## config.mk

```make
export PLATFORM = sky130hd
export DESIGN_NAME = crc_stream_enc
export DESIGN_NICKNAME = d
export VERILOG_FILES = /design/src/rtl/crc_stream_enc.sv
export SDC_FILE = /design/constraint.sdc
export NUM_CORES = 1
export LEC_CHECK = 0
export CORE_MARGIN = 4
export CORE_UTILIZATION = 35
export CTS_CLUSTER_SIZE = 24
export DETAILED_ROUTE_END_ITERATION = 12
export PLACE_DENSITY = 0.58
export SLEW_MARGIN = 0
export SYNTH_ARGS = -nofsm -noshare
export SYNTH_HDL_FRONTEND = slang
export SYNTH_SLANG_ARGS = --single-unit
```

## constraint.sdc

```tcl
create_clock -name clk -period 1.7 [get_ports clk]
set_input_delay 0.34 -clock clk [delete_from_list [all_inputs] [get_ports clk]]
set_output_delay 0.34 -clock clk [all_outputs]
set_load 0.005 [all_outputs]
```

## src/rtl/crc_stream_enc.sv

```systemverilog
// crc_stream_enc
//
// Streaming CRC encoder. Data beats pass through a single output register
// (latency 1) while their bits are folded into a CRC. After the beat marked
// i_last goes out, one extra beat carrying the CRC is sent with o_last=1.
// The CRC is MSB-first and non-reflected, with no final XOR. Bit 0 of every
// vector is its MSB and is the first bit processed.
//
// Handshake: a beat moves across an interface on a rising clk edge when
// enable is high and both valid and ready for that interface are high.
// When enable is low, no beat moves on either side and all state holds.
//
// Ports
//   clk       : clock, rising edge active
//   reset_n   : asynchronous, active-low reset
//   enable    : global advance qualifier
//   i_data    : input beat [0:DATA_W-1]
//   i_valid   : input beat valid
//   i_last    : final data beat of a frame (qualified by i_valid)
//   o_ready   : an input beat can be accepted this cycle
//   o_data    : output beat, either data or the CRC beat
//   o_valid   : o_data valid
//   o_last    : high on the CRC beat only
//   i_ready   : downstream accepts the output beat
//   o_crc     : CRC of the last completed frame
//   o_frames  : completed frame count, wraps at 16 bits
//   state_dbg : current FSM state (0 = DATA, 1 = CRC)
module crc_stream_enc #(
    parameter int                DATA_W = 8,
    parameter int                CRC_W  = 6,
    parameter logic [CRC_W-1:0]  POLY   = 6'h03,
    parameter logic [CRC_W-1:0]  INIT   = '0
) (
    input  logic              clk,
    input  logic              reset_n,
    input  logic              enable,
    input  logic [0:DATA_W-1] i_data,
    input  logic              i_valid,
    input  logic              i_last,
    output logic              o_ready,
    output logic [0:DATA_W-1] o_data,
    output logic              o_valid,
    output logic              o_last,
    input  logic              i_ready,
    output logic [0:CRC_W-1]  o_crc,
    output logic [15:0]       o_frames,
    output logic              state_dbg
);

    typedef enum logic {
        ST_DATA = 1'b0,
        ST_CRC  = 1'b1
    } state_t;

    state_t            state;
    state_t            state_next;
    logic [0:CRC_W-1]  crc_q;
    logic [0:DATA_W-1] crc_beat;
    logic              in_xfer;
    logic              out_xfer;

    // Fold every bit of one beat into the CRC, bit 0 first. The register
    // shifts toward bit 0 (its MSB) and the feedback is crc[0] ^ data bit.
    function automatic logic [0:CRC_W-1] crc_fold(
        input logic [0:CRC_W-1]  c_in,
        input logic [0:DATA_W-1] d
    );
        logic [0:CRC_W-1] c;
        logic             fb;
        c = c_in;
        for (int i = 0; i < DATA_W; i++) begin
            fb = c[0] ^ d[i];
            c  = {c[1:CRC_W-1], 1'b0} ^ (fb ? POLY : {CRC_W{1'b0}});
        end
        return c;
    endfunction

    // The ready term lets a new beat in when the output register is empty
    // or is being drained on the same edge.
    assign o_ready   = enable & (state == ST_DATA) & (~o_valid | i_ready);
    assign in_xfer   = enable & i_valid & o_ready;
    assign out_xfer  = enable & o_valid & i_ready;
    assign state_dbg = state;

    // CRC left-justified in the beat, remaining bits zero.
    always_comb begin
        crc_beat            = '0;
        crc_beat[0:CRC_W-1] = crc_q;
    end

    always_ff @(posedge clk or negedge reset_n) begin
        if (!reset_n) begin
            state <= ST_DATA;
        end else begin
            state <= state_next;
        end
    end

    always_comb begin
        state_next = state;
        case (state)
            ST_DATA: if (in_xfer && i_last)  state_next = ST_CRC;
            ST_CRC:  if (out_xfer && o_last) state_next = ST_DATA;
            default: state_next = ST_DATA;
        endcase
    end

    // Datapath. crc_q already holds INIT at the start of every frame, so the
    // first beat folds from INIT without a separate start flag. In ST_CRC the
    // output register first drains the last data beat, then the CRC beat.
    always_ff @(posedge clk or negedge reset_n) begin
        if (!reset_n) begin
            o_data   <= '0;
            o_valid  <= 1'b0;
            o_last   <= 1'b0;
            o_crc    <= '0;
            o_frames <= '0;
            crc_q    <= INIT;
        end else begin
            case (state)
                ST_DATA: begin
                    if (in_xfer) begin
                        o_data  <= i_data;
                        o_valid <= 1'b1;
                        o_last  <= 1'b0;
                        crc_q   <= crc_fold(crc_q, i_data);
                    end else if (out_xfer) begin
                        o_valid <= 1'b0;
                    end
                end
                ST_CRC: begin
                    if (out_xfer) begin
                        if (o_last) begin
                            o_valid  <= 1'b0;
                            o_last   <= 1'b0;
                            o_crc    <= crc_q;
                            o_frames <= o_frames + 16'd1;
                            crc_q    <= INIT;
                        end else begin
                            o_data <= crc_beat;
                            o_last <= 1'b1;
                        end
                    end
                end
                default: ;
            endcase
        end
    end

endmodule

```

==> qor.yml, run 1 <==
sta:
  relSlewSlack_pct: 67.89
  skew_ns: 0.008065
  clock.fmax_mhz: 616.0
  slew_viol_final: 0
  timing.final.crit_period_ns: 1.623
  period_share_pct: 95.50
  setup_viol: 0
  grt_setup_unrepaired: "no"
  worst_pin_slew_ns: 0.4816
  hold_viol_final: 0
cts:
  cts_sinks: 39
  clk_pin_slew_ns: 0.08
  cts_buffer_depth: 2
  cts.root.buffer_cell: "clkbuf_8"
  cts_tree: "yes"
  cts_hold_buf: 0
  cts_made_buffers: 5
  clock_latency_ns: 0.28
  htree_num_levels: 2
finish:
  syn_to_final_growth_pct: 46.87
  multi_input_area_sq_um: 867.1
  fin_cells: 318
  drive_gt1_share_pct: 22.58
  nFillCells: 507
  regArea_sq_um: 977.2
  layout.nets: 263
  diodes: 0
detailed_routing:
  ant_nets: 0
  dr_total_vias: 1460
  drtIter0Drc: 34
  drc: 0
  totalWireLength_mm: 3.870
  detail_route.first_pass.iterations: 2
  wl_per_cell_um: 12.17
  via_per_inst: 4.591
critical_path:
  crit_required_ns: 1.91
  r2r_start: "state_dbg"
  reg2reg_slack_ns: 0.08
  worstPathMaxFanout: 5
  crit_type: "reg -> reg"
  rr_worst_depth: 5
  worstReg2RegEnd: "o_frames[12]"
  arrival_ns: 1.83
  crit_start: "state_dbg"
  start_kind: "register"
  crit_path_end_kind: "register"
grt:
  overflow: 0
  grt_max_degree: 40
  grt_pass1_vias: 1434
  antenna_found_initial: 0
  gr-usage-all-layers_pct: 12.99
  grt_pass1_wl_mm: 6.465
job:
  drv_cap: 0
power:
  pwr_density_cell_mw_per_mm2: 1349
  power.leakage_nw: 1.230
  seqPwrFrac_pct: 38.7
  p_total_mw: 3.645
  intPower_mw: 2.540
  pwr-share-comb_pct: 44.3
  clock_power_share_pct: 16.9
  p_sw_share_pct: 30.31
  p_sw_mw: 1.105
  ir_worst_vdd_v: 0.0007321
outcome:
  outcome: "complete, no violations"
logic_synthesis:
  ys_top_cells_by_area: "dfrtp_1 (53%), xnor2_1 (11%), mux2_2 (7.3%)"
  synthesis.nets: 185
  synth_top_cell_by_area: "dfrtp_1"
  syn_area_per_cell_sq_um: 10.82
  yosys.area.top_type_share_pct: 53.06
  seq_area_frac_synth_pct: 53.06
  synth.distinct_cells: 25
  postSynthCellCount: 170
  syn-cell-area_sq_mm: 0.001839
  yosys_warnings: 0
  synth_seq_cells: 39
place:
  dpl.cell_count: 308
  place.gp.congestion: 0.7166
  hpwl_mm: 2.944
  portBuffers: 47
floorplan:
  die_w_um: 80.49
  boundaryPins: 48
  core_area_sq_mm: 0.005107
  initial_utilization_pct: 36.01
  die_y_um: 80.49
  rows: 26
  die_area_sq_mm: 0.006479
hold_path:
  hold_class: "in -> async"
-- final cells by class --
cell class	count	share of cell area [%]
inverter	2	0.2779
multi-input combinational	126	32.10
clock buffer	6	3.057
sequential	39	36.17
timing repair buffer	74	24.97
clock inverter	1	0.1853
tap	70	3.242
-- power groups by stage --
stage               Combinational (mW)  Sequential (mW)  Clock (mW)
finish                            1.62             1.41       0.617
global placement                  1.55             1.44           0
floorplan                        0.764             1.43           0
detailed placement                1.57             1.45           0
CTS                               1.63             1.42       0.649
global route                      1.79             1.45       0.694
-- Yosys cell counts (all sizes together) --
cell / n
nand3: 13
nor3b: 1
xor2: 8
buf: 1
nor2: 5
and3: 4
xnor2: 23
inv: 2
or4: 1
nor2b: 2
ha: 1
mux2: 12
nor3: 3
nand2: 31
dfrtp: 39
nand4bb: 1
nand4: 6
o21ai: 9
clkbuf: 2
and2: 1
a22o: 3
nor4: 2
-- critical path: stages (launching register included) --
cell and delay (ns):
dfrtp_1 0.42, buf_4 0.13, nand2_1 0.11, or4_4 0.55, nor3_4 0.21, xnor2_1 0.14
-- cells in the final DEF (no fill, tap or decap), drive strengths merged --
cell type      instances
dlygate4sd2            2
nor2b                  2
clkbuf                 6
o21ai                  9
nor3b                  1
nor4                   2
nand4bb                1
or4                    1
and3                   4
nand4                  6
a22o                   3
xnor2                 23
clkdlybuf4s50         42
nor2                   5
buf                   28
dlymetal6s2s           2
nand3                 13
nand2                 31
mux2                  12
dfrtp                 39
nor3                   3
and2                   1
ha                     1
inv                    2
xor2                   8
clkinv                 1
-- cell families after synthesis --
| kind of cell | after synthesis | share of synthesized area (%) |
|---|---|---|
| flops | 39 | 53.06 |
| compound gates | 12 | 4.082 |
| mux | 12 | 7.347 |
| buf+inv | 5 | 1.088 |
| xor+xnor | 31 | 14.76 |
| simple gates | 70 | 18.98 |
| fa+ha+maj | 1 | 0.6802 |
-- routing by layer --
metal / share of wire, % / GRT usage [%] / vias to the layer above
met3: 5.9 / 4.036 / 4
met1: 45 / 16.37 / 683
li1: - / - / 738
met5: 0 / 0 / -
met2: 48 / 21.19 / 35
met4: 0.85 / 4.054 / 0
-- worst max-delay path by stage --
| stage | to | slack [ns] | depth (start not counted) |
|---|---|---|---|
| 2_1_floorplan | o_frames[12] | 0.10 | 5 |
| 5_1_grt | o_ready | 0.0008 | 4 |
| 6_report | o_frames[12] | 0.08 | 5 |
| 4_1_cts | state_dbg | 0.03 | 2 |
| 3_5_place_dp | o_ready | -0.33 | 5 |
| 3_3_place_gp | o_ready | -0.31 | 5 |
-- state kept, by name, indices dropped and copies added, names as in the netlist --
| signal | count |
|---|---|
| crc_q | 6 |
| o_frames | 16 |
| o_last | 1 |
| o_crc | 6 |
| state_dbg | 1 |
| o_data | 8 |
| o_valid | 1 |
-- repair_timing --
action	CTS	global route
resized for setup	3	8
setup buffers	2	1
pin swaps	1	1
endpoints found under the setup margin	2	9
-- metrics by stage --
stage | setup WS (ns) | utilization [%] | cell area [sq um] | setup TNS (ns) | hold WS (ns)
after floorplan | 0.1040 | - | 1839 | 0 | 0.04441
after global placement | -0.3070 | 50.12 | 2560 | -4.347 | 0.4302
after detailed placement | -0.3305 | 50.12 | 2560 | -4.511 | 0.4270
after CTS | 0.02514 | 52.13 | 2663 | 0 | 0.1114
after global routing | 0.0007846 | 52.89 | 2701 | 0 | 0.1396
final | 0.07656 | 52.89 | 2701 | 0 | 0.09964
Power figures use the tool's default switching activity.
==> run 2: changes to the inputs <==
--- a/config.mk
+++ b/config.mk
@@ -5,11 +5,13 @@
 export SDC_FILE = /design/constraint.sdc
 export NUM_CORES = 1
 export LEC_CHECK = 0
+export CELL_PAD_IN_SITES_DETAIL_PLACEMENT = 0
+export CELL_PAD_IN_SITES_GLOBAL_PLACEMENT = 1
 export CORE_MARGIN = 4
 export CORE_UTILIZATION = 35
 export CTS_CLUSTER_SIZE = 24
 export DETAILED_ROUTE_END_ITERATION = 12
-export PLACE_DENSITY = 0.58
+export PLACE_DENSITY = 0.72
 export SLEW_MARGIN = 0
 export SYNTH_ARGS = -nofsm -noshare
 export SYNTH_HDL_FRONTEND = slang
==> run 2 against run 1 <==
  * Routed wire length decreased by 1.1%
  * Final cell count unchanged
  * Sequential power about the same
  * Sequential share of layout area decreased by 0.17 points
  * Critical path depth decreased by 3
  * Design area increased by 0.60%
  * Combinational power about the same
  * Via count increased by 0.41%
  * Register-to-register slack improved by 0.04 ns
  * Maximum frequency decreased by 1.7%
  * Global-route usage increased by 0.31 points
  * Largest cell class unchanged
  * Largest power group unchanged
==> qor.yml, run 2 (synthesis results as in run 1) <==
cts:
  cts_made_buffers: 5
  clock_latency_ns: 0.28
  htree_num_levels: 2
  cts_tree: "yes"
  cts_buffer_depth: 2
  clk_pin_slew_ns: 0.07
  cts_hold_buf: 0
  cts.root.buffer_cell: "clkbuf_8"
  cts_sinks: 39
power:
  ir_worst_vdd_v: 0.0007440
  pwr_density_cell_mw_per_mm2: 1400
  power.leakage_nw: 1.204
detailed_routing:
  wl_per_cell_um: 12.03
  drc: 0
  detail_route.first_pass.iterations: 5
  via_per_inst: 4.610
  ant_nets: 0
  totalWireLength_mm: 3.826
  dr_total_vias: 1466
  drtIter0Drc: 48
floorplan:
  initial_utilization_pct: 36.01
  boundaryPins: 48
  rows: 26
  die_y_um: 80.49
  die_w_um: 80.49
  core_area_sq_mm: 0.005107
  die_area_sq_mm: 0.006479
finish:
  final_common_cell: "clkdlybuf4s50_1"
  regMostFlops: "o_frames"
  reg.largest.list: "o_frames (16), o_data (8)"
  syn_to_final_growth_pct: 47.76
  layout.nets: 262
  largest_reg_flops: 16
  design_area_sq_mm: 0.002718
  diodes: 0
  drive_gt1_share_pct: 22.58
  final_cell_mix: "clkdlybuf4s50_1 (44), dfrtp_1 (37), nand2_1 (31)"
critical_path:
  cp_num_cells: 2
  start_kind: "register"
  r2r_start: "state_dbg"
  cpLargestDelayFamily: "buffers and inverters"
  crit_type: "reg -> out"
  crit_path_end_kind: "primary output"
  crit_required_ns: 1.36
  worstReg2RegEnd: "o_data[5]"
  worstPathMaxFanout: 5
  worst_path_max_delay_cell: "clkdlybuf4s50_1"
  path_buf_inv: 2
  rr_worst_depth: 4
  path_cells: "buf_4 > clkdlybuf4s50_1"
  slowest_delay_ns: 0.49
  reg2reg_slack_ns: 0.12
  arrival_ns: 1.31
sta:
  relSlewSlack_pct: 72.46
  worst_slack_ns: 0.04865
  skew_ns: 0.003160
  slew_viol_final: 0
  setup_viol: 0
  timing.final.crit_period_ns: 1.651
  clock.fmax_mhz: 605.6
  period_share_pct: 97.14
  worst_pin_slew_ns: 0.4093
  hold_viol_final: 0
place:
  portBuffers: 47
  place.gp.congestion: 0.7829
  hpwl_mm: 2.926
  dp_worst_setup_slack_ns: -0.3116
  dpl-instance-area_sq_mm: 0.002580
hold_path:
  hold_class: "in -> async"
grt:
  gr-usage-all-layers_pct: 13.30
  grt_max_degree: 40
  grt_pass1_wl_mm: 6.644
  antenna_found_initial: 0
  overflow: 0
  grt_pass1_vias: 1435
job:
  drv_cap: 0
outcome:
  outcome: "complete, no violations"
==> run 2: worst max path at each step <==
stage	start	end
2_1_floorplan	o_frames[0]	o_frames[12]
3_3_place_gp	i_ready	o_ready
3_5_place_dp	i_ready	o_ready
4_1_cts	state_dbg	state_dbg
5_1_grt	state_dbg	state_dbg
6_report	state_dbg	state_dbg
==> run 2: metal layers <==
layer / wire length, um / track usage [%]
met5: 0 / 0
met4: 15 / 3.716
met3: 203 / 4.933
met2: 1832 / 20.94
met1: 1774 / 17.08
==> run 2: per-stage QoR <==
stage	setup TNS, ns	total power [mW]	util (%)	hold WS (ns)	instances
after global routing	-0.002821	4.093	53.21	0.009261	318
after floorplan	0	2.199	-	0.04441	170
after detailed placement	-5.584	3.032	50.51	0.3267	309
after CTS	0	3.834	52.79	0.01116	317
after global placement	-5.017	3.022	50.51	0.3258	309
final	0	3.805	53.21	0.009710	318
==> run 2: area by class of cell <==
class                   count  area [sq um]
inverters                   2         7.507
repair buffers             73         671.9
flip-flops and latches     39         978.4
clock buffers               6         82.58
fillers                   486          2390
well taps                  70         87.58
multi-input cells         126         854.6
clock inverters             2         35.03
==> run 2: timing repair <==
item	CTS	global route
pin swaps	0	1
endpoints found under the hold margin	0	0
endpoints found under the setup margin	3	6
gates resized for setup	3	5
setup buffers	0	1
==> run 2: where the power goes <==
part | leakage [nW] | total [mW] | internal [mW] | switching, mW
clock | 0.0612 | 0.793 | 0.475 | 0.319
combinational | 0.639 | 1.59 | 1.01 | 0.580
sequential | 0.504 | 1.42 | 1.21 | 0.217
total | 1.20 | 3.81 | 2.69 | 1.11
==> run 2: worst register-to-register path, stage by stage (launching register included) <==
cell and delay, ns:
dfrtp_2 0.44, nor2b_1 0.14, and3_1 0.21, o21ai_2 0.31, mux2_2 0.38
